## src/rtl/regfile_pkg.sv

```systemverilog
// Shared types and default sizes for the multi-port register file.
package regfile_pkg;

    localparam int unsigned RF_XLEN  = 32;
    localparam int unsigned RF_NREGS = 32;

    typedef enum logic [0:0] {
        RF_IDLE  = 1'b0,
        RF_SWEEP = 1'b1
    } rf_state_e;

endpackage

```

## src/rtl/regfile_mp_if.sv

```systemverilog
// Read/write/clear bus between the pipeline (master) and the register file (slave).
interface regfile_mp_if
    import regfile_pkg::*;
#(
    parameter int unsigned XLEN   = RF_XLEN,
    parameter int unsigned NREGS  = RF_NREGS,
    parameter int unsigned NREAD  = 2,
    parameter int unsigned NWRITE = 1
);
    localparam int unsigned AW = $clog2(NREGS);

    logic [NREAD-1:0]             rd_en;
    logic [NREAD-1:0][AW-1:0]     rd_addr;
    logic [NREAD-1:0][XLEN-1:0]   rd_data;
    logic [NWRITE-1:0]            wr_en;
    logic [NWRITE-1:0][AW-1:0]    wr_addr;
    logic [NWRITE-1:0][XLEN-1:0]  wr_data;
    logic                         clear_req;
    logic                         busy;

    modport master (
        output rd_en, rd_addr, wr_en, wr_addr, wr_data, clear_req,
        input  rd_data, busy
    );

    modport slave (
        input  rd_en, rd_addr, wr_en, wr_addr, wr_data, clear_req,
        output rd_data, busy
    );

endinterface

```

## src/rtl/rf_read_port.sv

```systemverilog
// One registered read port: busy/range/zero masking, optional write bypass, hold on !rd_en.
module rf_read_port
    import regfile_pkg::*;
#(
    parameter int unsigned XLEN     = RF_XLEN,
    parameter int unsigned NREGS    = RF_NREGS,
    parameter int unsigned NWRITE   = 1,
    parameter int unsigned ZERO_REG = 1,
    parameter int unsigned BYPASS   = 1
) (
    input  logic                              clk,
    input  logic                              rst,
    input  logic                              busy,
    input  logic                              rd_en,
    input  logic [$clog2(NREGS)-1:0]          rd_addr,
    input  logic [XLEN-1:0]                   arr_data,
    input  logic [NWRITE-1:0]                 wr_commit,
    input  logic [NWRITE-1:0][$clog2(NREGS)-1:0] wr_addr,
    input  logic [NWRITE-1:0][XLEN-1:0]       wr_data,
    output logic [XLEN-1:0]                   rd_data
);
    localparam int unsigned AW      = $clog2(NREGS);
    localparam logic [AW:0] NREGS_W = (AW+1)'(NREGS);

    logic [XLEN-1:0] load_c;

    // Later bypass ports override earlier ones; masking rules override everything.
    always_comb begin
        load_c = arr_data;
        if (BYPASS != 0) begin
            for (int unsigned k = 0; k < NWRITE; k++) begin
                if (wr_commit[k] && (wr_addr[k] == rd_addr)) begin
                    load_c = wr_data[k];
                end
            end
        end
        if (busy || ({1'b0, rd_addr} >= NREGS_W) ||
            ((ZERO_REG != 0) && (rd_addr == '0))) begin
            load_c = '0;
        end
    end

    always_ff @(posedge clk or posedge rst) begin
        if (rst) begin
            rd_data <= '0;
        end else if (rd_en) begin
            rd_data <= load_c;
        end
    end

endmodule

```

## src/rtl/regfile_mp.sv

```systemverilog
// Parametrised NREAD x NWRITE register file; storage is reset-free and zeroed by a sweep FSM.
module regfile_mp
    import regfile_pkg::*;
#(
    parameter int unsigned XLEN     = RF_XLEN,
    parameter int unsigned NREGS    = RF_NREGS,
    parameter int unsigned NREAD    = 2,
    parameter int unsigned NWRITE   = 1,
    parameter int unsigned ZERO_REG = 1,
    parameter int unsigned BYPASS   = 1
) (
    input  logic         clk,
    input  logic         rst,
    regfile_mp_if.slave  bus
);
    localparam int unsigned AW        = $clog2(NREGS);
    localparam logic [AW:0]   NREGS_W = (AW+1)'(NREGS);
    localparam logic [AW-1:0] LAST_IDX = AW'(NREGS - 1);

    rf_state_e                  state_q, state_nxt;
    logic [AW-1:0]              sweep_idx_q, sweep_idx_nxt;
    logic                       busy_q, busy_nxt;
    logic [NWRITE-1:0]          wr_commit;
    logic [XLEN-1:0]            regs [NREGS];
    logic [NREAD-1:0][XLEN-1:0] rd_q;

    always_ff @(posedge clk or posedge rst) begin
        if (rst) begin
            state_q     <= RF_SWEEP;
            sweep_idx_q <= '0;
            busy_q      <= 1'b1;
        end else begin
            state_q     <= state_nxt;
            sweep_idx_q <= sweep_idx_nxt;
            busy_q      <= busy_nxt;
        end
    end

    // Sweep one entry per cycle; clear requests are only honoured from idle.
    always_comb begin
        state_nxt     = state_q;
        sweep_idx_nxt = sweep_idx_q;
        busy_nxt      = busy_q;
        case (state_q)
            RF_IDLE: begin
                if (bus.clear_req) begin
                    state_nxt     = RF_SWEEP;
                    sweep_idx_nxt = '0;
                    busy_nxt      = 1'b1;
                end
            end
            RF_SWEEP: begin
                if (sweep_idx_q == LAST_IDX) begin
                    state_nxt     = RF_IDLE;
                    sweep_idx_nxt = '0;
                    busy_nxt      = 1'b0;
                end else begin
                    sweep_idx_nxt = sweep_idx_q + AW'(1);
                end
            end
            default: begin
                state_nxt     = RF_SWEEP;
                sweep_idx_nxt = '0;
                busy_nxt      = 1'b1;
            end
        endcase
    end

    always_comb begin
        wr_commit = '0;
        for (int unsigned k = 0; k < NWRITE; k++) begin
            wr_commit[k] = bus.wr_en[k] && !busy_q &&
                           ({1'b0, bus.wr_addr[k]} < NREGS_W) &&
                           !((ZERO_REG != 0) && (bus.wr_addr[k] == '0));
        end
    end

    // No reset on the array; the highest committing port is applied last and wins.
    always_ff @(posedge clk) begin
        if (state_q == RF_SWEEP) begin
            regs[sweep_idx_q] <= '0;
        end else begin
            for (int unsigned k = 0; k < NWRITE; k++) begin
                if (wr_commit[k]) begin
                    regs[bus.wr_addr[k]] <= bus.wr_data[k];
                end
            end
        end
    end

    for (genvar i = 0; i < NREAD; i++) begin : g_rd
        rf_read_port #(
            .XLEN     (XLEN),
            .NREGS    (NREGS),
            .NWRITE   (NWRITE),
            .ZERO_REG (ZERO_REG),
            .BYPASS   (BYPASS)
        ) u_rd (
            .clk       (clk),
            .rst       (rst),
            .busy      (busy_q),
            .rd_en     (bus.rd_en[i]),
            .rd_addr   (bus.rd_addr[i]),
            .arr_data  (regs[bus.rd_addr[i]]),
            .wr_commit (wr_commit),
            .wr_addr   (bus.wr_addr),
            .wr_data   (bus.wr_data),
            .rd_data   (rd_q[i])
        );
    end

    assign bus.rd_data = rd_q;
    assign bus.busy    = busy_q;

endmodule

```

## src/flat_wrapper.sv

```systemverilog
// flat-port wrapper written by rule: the top's interface ports become plain ports
module regfile_mp_flat import regfile_pkg::*;
#(
    parameter int unsigned XLEN     = RF_XLEN,
    parameter int unsigned NREGS    = RF_NREGS,
    parameter int unsigned NREAD    = 2,
    parameter int unsigned NWRITE   = 1,
    parameter int unsigned ZERO_REG = 1,
    parameter int unsigned BYPASS   = 1
)
  (clk, rst, bus_rd_en, bus_rd_addr, bus_wr_en, bus_wr_addr, bus_wr_data, bus_clear_req, bus_rd_data, bus_busy);
  regfile_mp_if #(.XLEN(XLEN), .NREGS(NREGS), .NREAD(NREAD), .NWRITE(NWRITE)) bus_i ();
  input  logic clk;
  input  logic rst;
  input wire logic [$bits(bus_i.rd_en)-1:0] bus_rd_en;
  input wire logic [$bits(bus_i.rd_addr)-1:0] bus_rd_addr;
  input wire logic [$bits(bus_i.wr_en)-1:0] bus_wr_en;
  input wire logic [$bits(bus_i.wr_addr)-1:0] bus_wr_addr;
  input wire logic [$bits(bus_i.wr_data)-1:0] bus_wr_data;
  input wire logic [$bits(bus_i.clear_req)-1:0] bus_clear_req;
  output wire logic [$bits(bus_i.rd_data)-1:0] bus_rd_data;
  output wire logic [$bits(bus_i.busy)-1:0] bus_busy;
  assign bus_i.rd_en = bus_rd_en;
  assign bus_i.rd_addr = bus_rd_addr;
  assign bus_i.wr_en = bus_wr_en;
  assign bus_i.wr_addr = bus_wr_addr;
  assign bus_i.wr_data = bus_wr_data;
  assign bus_i.clear_req = bus_clear_req;
  assign bus_rd_data = bus_i.rd_data;
  assign bus_busy = bus_i.busy;
  regfile_mp #(.XLEN(XLEN), .NREGS(NREGS), .NREAD(NREAD), .NWRITE(NWRITE), .ZERO_REG(ZERO_REG), .BYPASS(BYPASS)) u_core (.clk(clk), .rst(rst), .bus(bus_i));
endmodule
```

## config.mk

```make
export PLATFORM = sky130hd
export DESIGN_NAME = regfile_mp_flat
export DESIGN_NICKNAME = d
export VERILOG_FILES = /design/src/rtl/regfile_pkg.sv /design/src/rtl/regfile_mp_if.sv /design/src/rtl/rf_read_port.sv /design/src/rtl/regfile_mp.sv /design/src/flat_wrapper.sv
export SDC_FILE = /design/constraint.sdc
export NUM_CORES = 1
export LEC_CHECK = 0
export BUFFER_PORTS_ARGS = -buffer_cell sky130_fd_sc_hd__buf_2
export CAP_MARGIN = 20
export CORE_UTILIZATION = 30
export CTS_BUF_LIST = sky130_fd_sc_hd__clkbuf_16
export DETAILED_ROUTE_END_ITERATION = 10
export PLACE_DENSITY_LB_ADDON = 0.12
export REMOVE_ABC_BUFFERS = 1
export SLEW_MARGIN = 0
export SYNTH_ARGS = -nofsm -noshare
export SYNTH_HDL_FRONTEND = slang
export SYNTH_HIERARCHICAL = 1
export SYNTH_SLANG_ARGS = --single-unit
```

## constraint.sdc

```tcl
create_clock -name clk -period 4.4 [get_ports clk]
set_input_delay 0.66 -clock clk [delete_from_list [all_inputs] [get_ports clk]]
set_output_delay 0.66 -clock clk [all_outputs]
set_load 0.02 [all_outputs]
```

# ---- Word level (Yosys, flattened, before mapping)
# Memories as Yosys holds them, arrays and structs flattened.
# Index checks and enable logic that the tools add are counted.
dict set report word_totals {
  reg_bits 71
  latch_bits 0
  ram_bits 1024
  romBits 0
  inputBits 53
  wordCells 47
  mem_count 1
}
dict set report op_classes {
  addsub 1
  mul 0
  div_mod_pow 0
  n_lt_le_gt_ge 0
  eq_ne 5
  n_shift 0
  n_mux 21
  bitwise_logic 1
  n_reduce_logical 13
}
# name depth width read_ports rd_ports_with_merged_regs wr line_no
set mem_list {}
lappend mem_list {u_core.regs 32 32 2 0 1 regfile_mp.sv:24} ;# logic [XLEN-1:0] regs [NREGS];
# cell count
set op_table {}
lappend op_table {{32-bit 2-to-1 mux} 5}
lappend op_table {{32-bit OR reduction} 1}
lappend op_table {{5-bit zero test} 3}
lappend op_table {{5-bit 2-to-1 mux} 3}
lappend op_table {{5-bit == test} 2}
lappend op_table {{1-bit 2-to-1 mux} 10}
lappend op_table {{5-bit case mux with 2 select lines} 1}
lappend op_table {{5-bit by 1-bit adder with 5-bit output (second input constant)} 1}
lappend op_table {{5-bit == test (second input constant)} 1}
lappend op_table {{1-bit logical AND} 4}
lappend op_table {{2-bit != test (second input constant)} 2}
lappend op_table {{1-bit case mux with 2 select lines} 2}
lappend op_table {{1-bit zero test} 2}
lappend op_table {{1-bit logical OR} 2}
lappend op_table {{2-bit AND reduction} 1}
lappend op_table {{1-bit inverter} 1}

# ---- Depth between registers and ports, before layout
dict set report depth {
  word_depth 8
  mapped_depth 10
  ltp_nobuf 7
}

# ---- Hierarchy
# The synthesis kept the hierarchy.
# mod n_inst cells_each area_per_inst_um2 seq_area_each_um2
set modules_own_cells {}
lappend modules_own_cells {regfile_mp 1 3488 49093.3 30927.2}
lappend modules_own_cells {rf_read_port 2 194 1953.1 800.8}

# ---- Least setup slack after synthesis
# Ideal clock, no wire load.
dict set report synth_path {
  path_kind {input port to flip-flop}
  start {in bus_wr_addr[4]}
  end {mem u_core/regs[22][0] (netlist bit), enable pin}
  setup_time_ps 421
  arrival_time_ps 3257
  t_required_ps 3979
  slack_ps 722
  cell_stages 6
  cell_sequence {or4_4 o21a_1 buf_6 o31ai_4 nand2_1 nor2_1}
}
dict set report synth_between {
  elab_chain_len 8
  word_cells_on_any_way 9
}
# element line_no
set synth_lines {}
lappend synth_lines {{from (decl)} flat_wrapper.sv:18} ;# input wire logic [$bits(bus_i.wr_addr)-1:0] bus_wr_addr;
lappend synth_lines {{5-bit zero test} regfile_mp.sv:74} ;# !((ZERO_REG != 0) && (bus.wr_addr[k] == '0));
lappend synth_lines {{1-bit zero test} regfile_mp.sv:74}
lappend synth_lines {{1-bit logical AND} regfile_mp.sv:73} ;# ({1'b0, bus.wr_addr[k]} < NREGS_W) &&
lappend synth_lines {{1-bit 2-to-1 mux} regfile_mp.sv:84} ;# if (wr_commit[k]) begin
lappend synth_lines {{1-bit 2-to-1 mux} regfile_mp.sv:80} ;# if (state_q == RF_SWEEP) begin
lappend synth_lines {{1-bit 2-to-1 mux (implied by the code)} regfile_mp.sv:85} ;# regs[bus.wr_addr[k]] <= bus.wr_data[k];
lappend synth_lines {{32-bit OR reduction (no source line)} n/a}
lappend synth_lines {{5-bit 2-to-1 mux (no source line) / 1-bit 2-to-1 mux (equally long branches)} n/a}
lappend synth_lines {{to (decl)} regfile_mp.sv:24}
# Parallel ways exist; a longest one is shown, timed or not.

# ---- Worst setup path in the final report
dict set report layout_path {
  start {reg u_core.state_q}
  end {mem u_core/regs[0][12] (netlist bit), enable pin}
}
dict set report layout_between {
  elab_chain_len 4
  word_cells_on_any_way 7
}
# element line_no
set layout_lines {}
lappend layout_lines {{from (decl)} regfile_mp.sv:20} ;# rf_state_e state_q, state_nxt;
lappend layout_lines {{from (signal assigned)} regfile_mp.sv:33} ;# state_q <= state_nxt;
lappend layout_lines {{1-bit 2-to-1 mux} regfile_mp.sv:80}
lappend layout_lines {{1-bit 2-to-1 mux (implied by the code)} regfile_mp.sv:85}
lappend layout_lines {{32-bit OR reduction (no source line)} n/a}
lappend layout_lines {{5-bit 2-to-1 mux (no source line) / 1-bit 2-to-1 mux (equally long branches)} n/a}
# Parallel ways exist; a longest one is shown, timed or not.

==> results.md <==
* Final #Nets at 4066
* Fin. max-slew vios at 0
* Top post-synthesis cells by area: edfxtp_1, mux2i_1, dfrtp_1
* RSZ-0062 raised after global routing: no
* Sequential area share after synthesis at 0.614
* Post-layout min period at 3.34 ns
* Largest net degree at the start of global routing at 79
* Routed WL at 198 mm
* Die area at 178000 sq um
* VDD IR max at approximately 0.00038 V
* Clock skew at 0.0272 ns
* Synth Flop Type: edfxtp_1
* TritonCTS clock tree: yes
* Final core utilization at 0.353
* Clock transition at path regs at 0.06 ns
* Hold buffers post-CTS at 1
* Worst relative slew slack at 0.256
* Layout cells sized above 1 at 0.147
* Share of the synthesized area in the top cell type at 0.580
* Vias in the first global route at 35500
* Clock Latency Late Sink at 0.79 ns
* Worst path required time at approximately 4.8 ns
* Crit start category: flip-flop
* Starting Density at 0.304
* Detail Route Antenna Nets at 0
* Cells after Synth at between 3000 and 4000
* Row count at around 150
* Cell taking the most area after synthesis: edfxtp_1
* Max-cap violations at 0
* Setup bufs post-CTS at 0
* Ports at approximately 120
* P_leak at 23.3 nW
* FMAX at ~300 MHz
* DR vias/cell at 5.40
* Placer Congestion at 0.785
* Arrival time worst endpoint at 3.73 ns
* CTS root buffer: clkbuf_16
* Clk buf depth at 3
* First-pass GRT wire length at 275 mm
* Slew @ Worst Pin at around 1.1 ns
* Die X at approximately 420 microns
* Fraction of the cycle the final worst path needs at 0.760
* Number of synthesized flops with an enable pin at 1024
* Setup Viol. Count Final at 0
* Post-Syn Area at 53000 sq um
* DR pass1 iterations at 5
* Crit path max fanout at 32
* Status: completed
* Gr ovfl total at 0
* Setup crit end kind: flip-flop
* Initial antenna violation count at 4
* TritonCTS Buffers at 132
* Post-Syn Area per Cell at 13.7 sq um
* Depth of the CTS H-tree at 4
* # DRC at 0
* Yosys cell types at between 40 and 50
* Total track usage at 0.218
* Area Growth Syn to Fin at 16.2%
* Fill count at around 17000
* Final HPWL from detailed placement at approximately 120 mm
* Asr flop ratio synth at 0.0648
* Hold Crit Class: in -> reg
* Worst Hold Margin at 0.134 ns
* Synth warn at 6
* WL/cell at 30.8 microns
* PwrDens at ~460 nW/um^2
* Core area at 175000 sq um
* Drt first-iter violations at 2317
* CTS sink cnt at 1095
* Hold Fails Final Rpt at 0
* Yosys reg bits at 1095
* Tot Pwr at 28.1 mW
* Post-cts sizing count at 0
* Setup CP Type: reg -> reg
* PortBufs at 117
* Die height at 422 microns
* Via Count at 34800
where the power goes:
part	switching, mW	internal (mW)
logic	3.29	1.42
registers	0.460	12.4
clock network	4.57	5.89
final cells by class:
cell class,instances,area [sq um],share of cell area
sequential,1095,32500,0.528
multi-input combinational,2409,19200,0.311
clock buffer,133,3330,0.0540
tap,2325,2910,0.0472
timing repair buffer,300,2620,0.0425
clock inverter,107,764,0.0124
inverter,73,274,0.00445
antenna,1,2.50,0.0000406
Yosys cell counts, types with 37 or more instances:
| master | n |
|---|---|
| edfxtp_1 | 1024 |
| mux2i_1 | 1024 |
| nand2_1 | 270 |
| nand3_1 | 196 |
| a21oi_1 | 192 |
| a22oi_1 | 192 |
| clkbuf_1 | 144 |
| a22o_1 | 128 |
| buf_2 | 120 |
| inv_1 | 73 |
| dfrtp_1 | 69 |
| nor3_1 | 68 |
| a31oi_1 | 65 |
| nand4_1 | 65 |
| o221ai_2 | 60 |
| nor2_1 | 39 |
| and2_1 | 37 |
stage by stage:
stage,std cells,setup TNS (ns),area (sq um),setup slack [ns]
after floorplan,3577,-98.10,51600,-1.57
after global placement,6199,0,57500,0.625
after detailed placement,6200,0,57500,0.634
after CTS,6441,0,61600,1.04
after global routing,6442,0,61600,0.922
final,6443,0,61600,1.06
cells by family after synthesis:
| group | Yosys count | synth area share |
|---|---|---|
| XOR/XNOR | 10 | 0.00165 |
| multiplexers | 1024 | 0.193 |
| buffers and inverters | 372 | 0.0315 |
| flip-flops | 1095 | 0.614 |
| AND/OR/NAND/NOR | 705 | 0.0633 |
| adder cells (fa/ha/maj) | 2 | 0.000472 |
| AO/OA/AOI/OAI | 668 | 0.0959 |
final timing paths:
path	start	endpoint	slack [ns]	cells after the start
worst min-delay path	bus_clear_req	u_core/sweep_idx_q[4]	0.13	2
max in group asynchronous	rst	u_core/g_rd[1].u_rd/rd_data[6]	2.83	4
worst max register to register	u_core/state_q	u_core/regs[0][12]	1.06	5
worst min register to register	u_core/g_rd[1].u_rd/rd_data[30]	u_core/g_rd[1].u_rd/rd_data[30]	0.56	2
worst max-delay path	u_core/state_q	u_core/regs[0][12]	1.06	5
min in group asynchronous	rst	u_core/sweep_idx_q[2]	0.40	3
layer usage:
| layer | wire length, microns | track usage | vias up |
|---|---|---|---|
| li1 | - | - | 15500 |
| met1 | 86800 | 0.280 | 18300 |
| met2 | 99100 | 0.380 | 808 |
| met3 | 6810 | 0.0256 | 250 |
| met4 | 5530 | 0.0656 | 0 |
| met5 | 0 | 0 | - |
layout by cell type, fill, tap and decap left out, drive strengths merged, types with 65 or more instances in the layout:
master	count
mux2i	1024
a21oi	194
clkbuf	133
inv	114
a31oi	66
nand3	196
nor3	69
nand2	270
edfxtp	1024
buf	299
a22o	128
dfrtp	69
a22oi	192
nand4	65
sequential cells by signal, indices dropped and copies added, names as in the netlist:
| register | cells |
|---|---|
| u_core/regs | 1024 |
| u_core/g_rd.u_rd/rd_data | 64 |
| u_core/sweep_idx_q | 5 |
| u_core/bus.busy | 1 |
| u_core/state_q | 1 |
critical path, stage by stage (launching register included):
cell	delay, ns
dfstp_2	0.42
nor3b_2	0.48
o21a_4	0.38
o21ai_2	0.24
nand2b_1	0.38
o21ba_4	0.98
(Power assumes the default switching activity.)
